**src/rtl/alu_uart_sequencer.sv**
```systemverilog
// Byte-stream front end for the lab ALU: loads A/B/opcode through the switch bus
// and strobes, then returns result/carry on a valid/ready port. Mid-frame timeout under ALU_SEQ_TIMEOUT_EN.
module alu_uart_sequencer #(
    parameter int unsigned BUS_SIZE       = 8,
    parameter int unsigned TIMEOUT_CYCLES = 1000
) (
    input  logic                i_clock,
    input  logic                i_reset_n,
    input  logic [BUS_SIZE-1:0] i_rx_data,
    input  logic                i_rx_valid,
    output logic                o_rx_ready,
    output logic [BUS_SIZE-1:0] o_swiches,
    output logic                o_boton1,
    output logic                o_boton2,
    output logic                o_boton3,
    input  logic [BUS_SIZE-1:0] i_alu_result,
    input  logic                i_alu_carry,
    output logic [BUS_SIZE-1:0] o_tx_data,
    output logic                o_tx_carry,
    output logic                o_tx_valid,
    input  logic                i_tx_ready,
    output logic                o_error
);

    typedef enum logic [2:0] {
        GET_A,
        GET_B,
        GET_OP,
        LOAD,
        CAPTURE,
        SEND
    } state_t;

    state_t              state;
    state_t              state_d;
    logic [BUS_SIZE-1:0] swiches_d;
    logic                boton1_d;
    logic                boton2_d;
    logic                boton3_d;
    logic [BUS_SIZE-1:0] tx_data_d;
    logic                tx_carry_d;
    logic                tx_valid_d;
    logic                accept;

    // A zero timeout would abort every frame the cycle after its first byte.
    if (TIMEOUT_CYCLES == 0) begin : g_bad_timeout
        $error("TIMEOUT_CYCLES must be at least 1");
    end

    assign o_rx_ready = (state == GET_A) || (state == GET_B) || (state == GET_OP);
    assign accept     = i_rx_valid && o_rx_ready;

`ifdef ALU_SEQ_TIMEOUT_EN
    localparam int unsigned CNT_W = $clog2(TIMEOUT_CYCLES + 1);

    logic [CNT_W-1:0] tmo_cnt;
    logic [CNT_W-1:0] tmo_cnt_d;
    logic             timeout;

    // Idle-cycle counter for a partially received frame; any accept or state change clears it.
    always_comb begin
        tmo_cnt_d = '0;
        timeout   = 1'b0;
        if ((state == GET_B || state == GET_OP) && !accept) begin
            if (tmo_cnt == CNT_W'(TIMEOUT_CYCLES - 1)) begin
                timeout = 1'b1;
            end else begin
                tmo_cnt_d = tmo_cnt + CNT_W'(1);
            end
        end
    end

    always_ff @(posedge i_clock or negedge i_reset_n) begin
        if (!i_reset_n) begin
            tmo_cnt <= '0;
            o_error <= 1'b0;
        end else begin
            tmo_cnt <= tmo_cnt_d;
            o_error <= timeout;
        end
    end
`else
    assign o_error = 1'b0;
`endif

    // State and registered outputs.
    always_ff @(posedge i_clock or negedge i_reset_n) begin
        if (!i_reset_n) begin
            state      <= GET_A;
            o_swiches  <= '0;
            o_boton1   <= 1'b0;
            o_boton2   <= 1'b0;
            o_boton3   <= 1'b0;
            o_tx_data  <= '0;
            o_tx_carry <= 1'b0;
            o_tx_valid <= 1'b0;
        end else begin
            state      <= state_d;
            o_swiches  <= swiches_d;
            o_boton1   <= boton1_d;
            o_boton2   <= boton2_d;
            o_boton3   <= boton3_d;
            o_tx_data  <= tx_data_d;
            o_tx_carry <= tx_carry_d;
            o_tx_valid <= tx_valid_d;
        end
    end

    // Next state and next output values; strobes default low so each lasts one cycle.
    always_comb begin
        state_d    = state;
        swiches_d  = o_swiches;
        boton1_d   = 1'b0;
        boton2_d   = 1'b0;
        boton3_d   = 1'b0;
        tx_data_d  = o_tx_data;
        tx_carry_d = o_tx_carry;
        tx_valid_d = o_tx_valid;

        unique case (state)
            GET_A: begin
                if (accept) begin
                    swiches_d = i_rx_data;
                    boton1_d  = 1'b1;
                    state_d   = GET_B;
                end
            end
            GET_B: begin
                if (accept) begin
                    swiches_d = i_rx_data;
                    boton2_d  = 1'b1;
                    state_d   = GET_OP;
                end
            end
            GET_OP: begin
                if (accept) begin
                    swiches_d = i_rx_data;
                    boton3_d  = 1'b1;
                    state_d   = LOAD;
                end
            end
            LOAD: begin
                state_d = CAPTURE;
            end
            CAPTURE: begin
                tx_data_d  = i_alu_result;
                tx_carry_d = i_alu_carry;
                tx_valid_d = 1'b1;
                state_d    = SEND;
            end
            SEND: begin
                if (i_tx_ready) begin
                    tx_valid_d = 1'b0;
                    state_d    = GET_A;
                end
            end
            default: begin
                state_d = GET_A;
            end
        endcase

`ifdef ALU_SEQ_TIMEOUT_EN
        if (timeout) begin
            state_d = GET_A;
        end
`endif
    end

endmodule
```
**config.mk**
```make
export PLATFORM = sky130hd
export DESIGN_NAME = alu_uart_sequencer
export DESIGN_NICKNAME = d
export VERILOG_FILES = /design/src/rtl/alu_uart_sequencer.sv
export SDC_FILE = /design/constraint.sdc
export NUM_CORES = 1
export LEC_CHECK = 0
export CAP_MARGIN = 20
export CORE_ASPECT_RATIO = 0.6
export CORE_UTILIZATION = 28
export CTS_CLUSTER_DIAMETER = 100
export CTS_CLUSTER_SIZE = 16
export DETAILED_ROUTE_END_ITERATION = 12
export GPL_TIMING_DRIVEN = 0
export SYNTH_ARGS = -nofsm -noshare
export SYNTH_HDL_FRONTEND = slang
export SYNTH_SLANG_ARGS = --single-unit
```
**constraint.sdc**
```tcl
create_clock -name i_clock -period 1.9 [get_ports i_clock]
set_input_delay 0.475 -clock i_clock [delete_from_list [all_inputs] [get_ports i_clock]]
set_output_delay 0.475 -clock i_clock [all_outputs]
set_load 0.02 [all_outputs]
```
==> summary.md, run 1 <==
| Metric | Value |
|---|---|
| Outcome | `complete, no violations` |
| Antenna Cells | `0` |
| 1st-iter DRT viols | `15` |
| Number of global-route vias before repair | `699` |
| Fmax | `570 MHz` |
| Top cell type's share of synthesized area | `59.8%` |
| Sequential share of the synthesized area | `59.8%` |
| Core Area | `3340 sq um` |
| Vias | `673` |
| Combinational share of power | `52.9%` |
| Pwr dens | `1680 nW/um^2` |
| Critical path required time | `1.42 ns` |
| Overall Global Routing Usage | `11.3%` |
| Hold Crit Class | `in2async` |
| Setup CP Type | `reg2out` |
| GP Congestion | `0.679` |
| Total iterations of the first detailed-routing run | `3` |
| Clock transition at path regs | `0.08 ns` |
| Clk root buf | `clkbuf_8` |
| Post-Syn Area | `1000 sq um` |
| Clk buf depth | `2` |
| RSZ-0062 raised after global routing | `false` |
| CP arrival | `1.28 ns` |
| Synth Net Count | `89` |
| Yosys top cell by area | `dfrtp_1` |
| DRC | `0` |
| MaxCap Viol Count | `0` |
| Worst-case reg-to-reg path depth | `4` |
| Synth top area cells | `dfrtp_1 60%, mux2_4 13%, mux2_2 9.0%, nor2b_4 2.7%, buf_12 2.0%` |
| Final Cycle Share | `92.3%` |
| Layout Cells excl Fill | `160` |
| Period minus WS final | `1.75 ns` |
| Hold slack | `0.478 ns` |
| Num rows | `16` |
| Largest net degree at the start of global routing | `25` |
| Type of origin of the critical path | `register` |
| Capturing point of the worst reg2reg path | `o_tx_carry$_DFFE_PN0P_` |
| Initial antenna violation count | `0` |
| # port buffers | `42` |
| Yosys reg bits | `24` |
| Die ar. | `3840 sq um` |
| Clk Latency, worst-skew pair | `0.26 ns` |
| Max Slew Vio Count | `0` |
| Synth warnings | `0` |
| Die Wd | `79.3 um` |
| Final Setup Violations | `0` |
| Post-detail-place hpwl | `1.52 mm` |
| Wire per inst | `12.9 um` |
| Core Util, Final | `46.7%` |
| Mean post-synth cell area | `14.8 sq um` |
| Total CTS buffers | `3` |
| Area grow syn2layout | `55.5%` |
| Final ANT Viol Nets | `0` |
| Global-route wire length before repair | `3.32 mm` |
| # nets final | `137` |
| Post-Route WL | `2.07 mm` |
| Initial Utilization | `30.1%` |
| Maximum VDD drop | `624 uV` |
| TNS Setup | `0 ns` |
| Die height | `48.4 um` |
| Sw frac | `34.4%` |
| Global route overflow | `0` |
| Vias per cell | `4.21` |
| R2R Path Start | `state[2]$_DFFE_PN0P_` |
| Clock skew | `0.00814 ns` |
| R2R setup slack | `0.47 ns` |
| Share of post-route cells with drive strength above 1 | `24.3%` |
| Worst setup EP type | `output port` |
| H-tree depth | `1` |
| Power share of the sequential group | `34.4%` |
| Sw Pwr | `904 uW` |
| Netlist cell types | `20` |
| Leakage power | `0.663 nW` |
| Placed insts | `155` |
| Mapped Cells | `68` |
| Top-Level Pins | `44` |
| Internal | `1.73 mW` |
| TritonCTS clock tree | `done` |
| Clock network power share | `12.7%` |
| CP Max Fanout | `8` |
| Final hold vios | `0` |
| Clk sink count | `24` |
| Post-CTS Hold Buffers | `0` |
[critical path: stages, from the launching register on]
cell,delay [ns]
dfrtp_1,0.49
a21oi_1,0.18
dlygate4sd2_1,0.35
[power groups by stage]
stage	clock [mW]	combinational [mW]	sequential [mW]
global route	0.376	1.48	0.936
detailed placement	0	1.40	0.913
global placement	0	1.39	0.895
CTS	0.356	1.40	0.906
finish	0.335	1.39	0.904
floorplan	0	0.569	1.15
[layout by cell type (no fill, tap or decap), drive strengths merged]
master | synthesis | final
nor2b | 3 | 3
nand2 | 5 | 5
o21ai | 1 | 1
dfrtp | 24 | 24
a21oi | 3 | 3
clkbuf | 0 | 4
clkdlybuf4s50 | 0 | 41
mux2 | 17 | 17
a21o | 1 | 1
o22ai | 1 | 1
nand3b | 1 | 1
nor2 | 3 | 3
nor3 | 1 | 1
buf | 3 | 4
conb | 1 | 1
nor3b | 1 | 1
nand2b | 2 | 2
and2b | 1 | 1
dlygate4sd2 | 0 | 1
[cells in the mapped netlist, drive strengths merged]
| cell type | n |
|---|---|
| buf | 3 |
| a21o | 1 |
| nor3 | 1 |
| mux2 | 17 |
| o22ai | 1 |
| dfrtp | 24 |
| nor2 | 3 |
| nand2b | 2 |
| nand3b | 1 |
| nor3b | 1 |
| nor2b | 3 |
| conb | 1 |
| nand2 | 5 |
| and2b | 1 |
| a21oi | 3 |
| o21ai | 1 |
[metal layers]
layer / global-route usage (%) / vias to the layer above / wire [um]
met3: 5.09 / 0 / 193
met1: 15.0 / 318 / 952
li1: - / 322 / -
met5: 0 / - / 0
met2: 17.8 / 33 / 919
met4: 0.909 / 0 / 0
[sequential cells by signal, indices dropped and copies added, names as in the netlist]
signal / cells
o_boton1: 1
o_boton2: 1
o_boton3: 1
o_swiches: 8
o_tx_carry: 1
o_tx_data: 8
o_tx_valid: 1
state: 3
[final cells by class]
class | count | area [sq um]
buffer | 3 | 35.0
timing repair buffer | 43 | 447
clock buffer | 4 | 55.1
sequential | 24 | 601
tap | 45 | 56.3
multi-input combinational | 41 | 369
fill | 309 | 1780
[per-stage QoR]
step | area [sq um] | worst slack (ns) | total power, mW
final | 1560 | 0.146 | 2.63
after global routing | 1560 | 0.0292 | 2.79
after CTS | 1540 | 0.128 | 2.66
after detailed placement | 1480 | 0.0521 | 2.32
after global placement | 1480 | 0.0891 | 2.29
after floorplan | 1000 | 0.575 | 1.72
[what timing repair did]
action                     CTS  global route
setup endpoints to repair    1             0
gates resized for setup      1             0
setup buffers                0             0
[cells by family after synthesis]
family | share of synthesized area [%]
other | 0.373
muxes | 22.4
buffers and inverters | 3.49
DFF | 59.8
AOI/OAI and AO/OA | 3.36
and+or+nand+nor | 10.6
[worst max-delay path by stage]
stage                              start                        to  slack [ns]
floorplan           state[0]$_DFFE_PN0P_                o_rx_ready        0.57
global placement              i_rx_valid  o_swiches[6]$_DFFE_PN0P_        0.09
detailed placement            i_rx_valid  o_swiches[6]$_DFFE_PN0P_        0.05
CTS                 state[1]$_DFFE_PN0P_                o_rx_ready        0.13
global route        state[1]$_DFFE_PN0P_                o_rx_ready        0.03
finish              state[1]$_DFFE_PN0P_                o_rx_ready        0.15
Note: power is estimated with default switching activity, not from simulation.
==> inputs of run 2 (changes only) <==
CTS_CLUSTER_DIAMETER = 40   (was 100)
==> results of run 2 <==
No change in the layout: final DEF, timing and power equal those of run 1.
==> patch: new RTL, settings of run 2 <==
Add a define of `ALU_SEQ_TIMEOUT_EN`.
--- a/src/rtl/alu_uart_sequencer.sv
+++ b/src/rtl/alu_uart_sequencer.sv
@@ -1,5 +1,7 @@
 // Byte-stream front end for the lab ALU: loads A/B/opcode through the switch bus
 // and strobes, then returns result/carry on a valid/ready port. Mid-frame timeout under ALU_SEQ_TIMEOUT_EN.
+`define ALU_SEQ_TIMEOUT_EN
+
 module alu_uart_sequencer #(
     parameter int unsigned BUS_SIZE       = 8,
     parameter int unsigned TIMEOUT_CYCLES = 1000
Function: same outputs for any inputs over 10 cycles, from zero or initial values and one cycle with i_reset_n low; that may be too few to reach the edited logic, so the function may still have changed.
==> patch against run 2 <==
Synthesized area up 59%; sequential power is 29% higher; sequential cell count increased by 11; worst setup slack improved by 0.0046 ns; wire length rose by 65%; combinational power grew 10%; total power grew 23%; critical path type unchanged; via count up 66%; highest routed layer is now met4; cell area is 41% higher.
==> patch: results (changes against run 2) <==
CTS
  – Root Driver: clkbuf_8
  – Number of H-tree levels: 2 (+1)
  – TritonCTS Buffers: 5 (+2)
  – Clock Latency Late Sink: 0.28 ns (+0.02 ns)
  – Postcts setup bufs: 0 (unchanged)
  – Max clock buf depth: 2 (unchanged)
  – Worst-path clk slew: approximately 0.07 ns

Timing
  – Final Skew: 0.00434 ns (-0.00379 ns)
  – Slew @ Worst Pin: 0.810 ns
  – Hold Vio Cnt, Final: 0 (unchanged)

Drt
  – DR pass1 iterations: 4 (+1)
  – Iter 0 DRT Violations: 27 (+12)
  – Vias per inst: 4.49 (+6.8%)
  – Post-Route WL: 3400 µm (+65%)
  – Vias after detailed routing: 1119 (+66%)

Finish
  – N_diodes: 0 (unchanged)
  – Largest regs: tmo_cnt x10, o_swiches x8, o_tx_data x8
  – Max reg flops: 10
  – # nets final: 193 (+41%)
  – Layout cells sized above 1: 26.7% (+2.4 points)

Power and ir drop
  – Lkg Pwr: 0.922 nW (+39%)
  – Peak VDD IR: 0.000397 V (-36%)

Critical path
  – Slowest stage delay, CP: ~0.48 ns
  – Slowest CP cell: dfrtp_1
  – Worst path top cell family by delay: flip-flops
  – CP max FO: 8 (unchanged)
  – Worst Path Arrival: between 1 and 1.5 ns

Synth
  – Syn_nets: 143 (+61%)
  – Synth warnings: 0 (unchanged)
  – Most frequent cell after synthesis: dfrtp_1
  – Most common library cells after synthesis: 35 x dfrtp_1, 9 x mux2_4, 8 x mux2_2
  – Top cells by area, synth: dfrtp_1 55%, mux2_4 8.5%, mux2_2 5.6%, nor2_2 2.3%, xor2_1 2.2%
  – Synth unique cells: 39 (+95%)
  – Avg Cell Area, Syn: 13.2 µm² (-11%)
  – Post-synth ARST share: 100% (unchanged)
  – Sequential fraction of the synthesis area: 54.8% (-5.0 points)

Place
  – Area after DPL: 0.00212 mm² (+43%)
  – I/O Buffers: 43 (+2.4%)
  – Routability cong.: 0.803 (+18%)
  – DP Cell Count: 241 (+55%)
  – Post-DP HPWL: 2430 µm (+60%)
  – Dpl ws: 0.00921 ns (-0.0429 ns)

GRT
  – Number of global-route vias before repair: 1162 (+66%)
  – First-pass GRT wire length: 5420 µm (+63%)
  – Gr usage total: 12.2% (+0.86 points)
  – Initial antenna violation count: 0 (unchanged)
  – Largest net degree at the start of global routing: 36 (+44%)

Worst hold path
  – Hold WC Path Type: in2async

Outcome
  – Outcome: finished clean
==> patch: changes by cell type after synthesis, sizes merged, moves of 2 or more <==
cell and delta:
and3 +3, and4bb +2, nand3 +5, nand2 +4, a21oi +2, dfrtp +11
o21ai +3, nor2 +7, xor2 +4
==> patch: cells by family (layout without fill, tap and decap cells) <==
logic type	Yosys count	after routing	share of synthesized area (%)
compound gates	15	15	7.12
xor+xnor	5	5	2.74
flops	35	35	54.8
buf+inv	3	54	1.96
fa+ha+maj	1	1	0.782
mux	17	17	14.1
simple gates	45	45	18.5
==> patch: layout make-up <==
class                           instances  area, µm²
Buffer                                  2       27.5
Clock buffer                            6       72.6
Clock inverter                          2       12.5
Fill cell                             489       3080
Inverter                                1       3.75
Multi-Input combinational cell         83        692
Sequential cell                        35        876
Tap cell                               77       96.3
Timing Repair Buffer                   43        424
==> patch: per-stage QoR <==
step | hold WS, ns | util (%)
after floorplan | 0.179 | -
after global placement | 0.461 | 40.3
after detailed placement | 0.473 | 40.2
after CTS | 0.302 | 41.8
after global routing | 0.323 | 41.8
final | 0.277 | 41.8
==> patch: where the power goes <==
| group | switching [mW] | internal [mW] | total, mW | leakage, nW |
|---|---|---|---|---|
| Combinational | 0.697 | 0.832 | 1.53 | 0.437 |
| Sequential | 0.169 | 0.999 | 1.17 | 0.444 |
| Clock | 0.274 | 0.256 | 0.530 | 0.0412 |
| Total | 1.14 | 2.09 | 3.23 | 0.922 |
==> patch: layer usage <==
layer | part of all wire, % | vias up | track usage (%)
li1 | - | 524 | -
met1 | 46 | 552 | 14.6
met2 | 45 | 35 | 19.4
met3 | 6.5 | 8 | 4.72
met4 | 1.9 | 0 | 6.72
met5 | 0 | - | 0
==> patch: path summary, 6_finish.rpt <==
path | from | endpoint | slack [ns] | cells past startpoint
min in group i_clock | o_tx_valid | o_tx_valid | 0.49 | 1
max | state[1] | o_rx_ready | 0.15 | 2
min reg2reg | o_tx_valid | o_tx_valid | 0.49 | 1
max in group asynchronous | i_reset_n | o_swiches[5] | 1.11 | 1
max reg2reg | tmo_cnt[0] | tmo_cnt[4] | 0.34 | 5
min | i_reset_n | tmo_cnt[7] | 0.28 | 1
==> patch: worst reg2reg max path, delay by kind of cell, from the launching register on <==
family | cells | cell delay (ns)
and+or+nand+nor | 3 | 0.52
DFF | 1 | 0.43
adders and majority gates | 1 | 0.27
AOI/OAI and AO/OA | 1 | 0.27
==> patch: repair_timing <==
action,CTS,global route
setup endpoints to repair,1,0
resized for setup,1,0
hold buffers,0,0
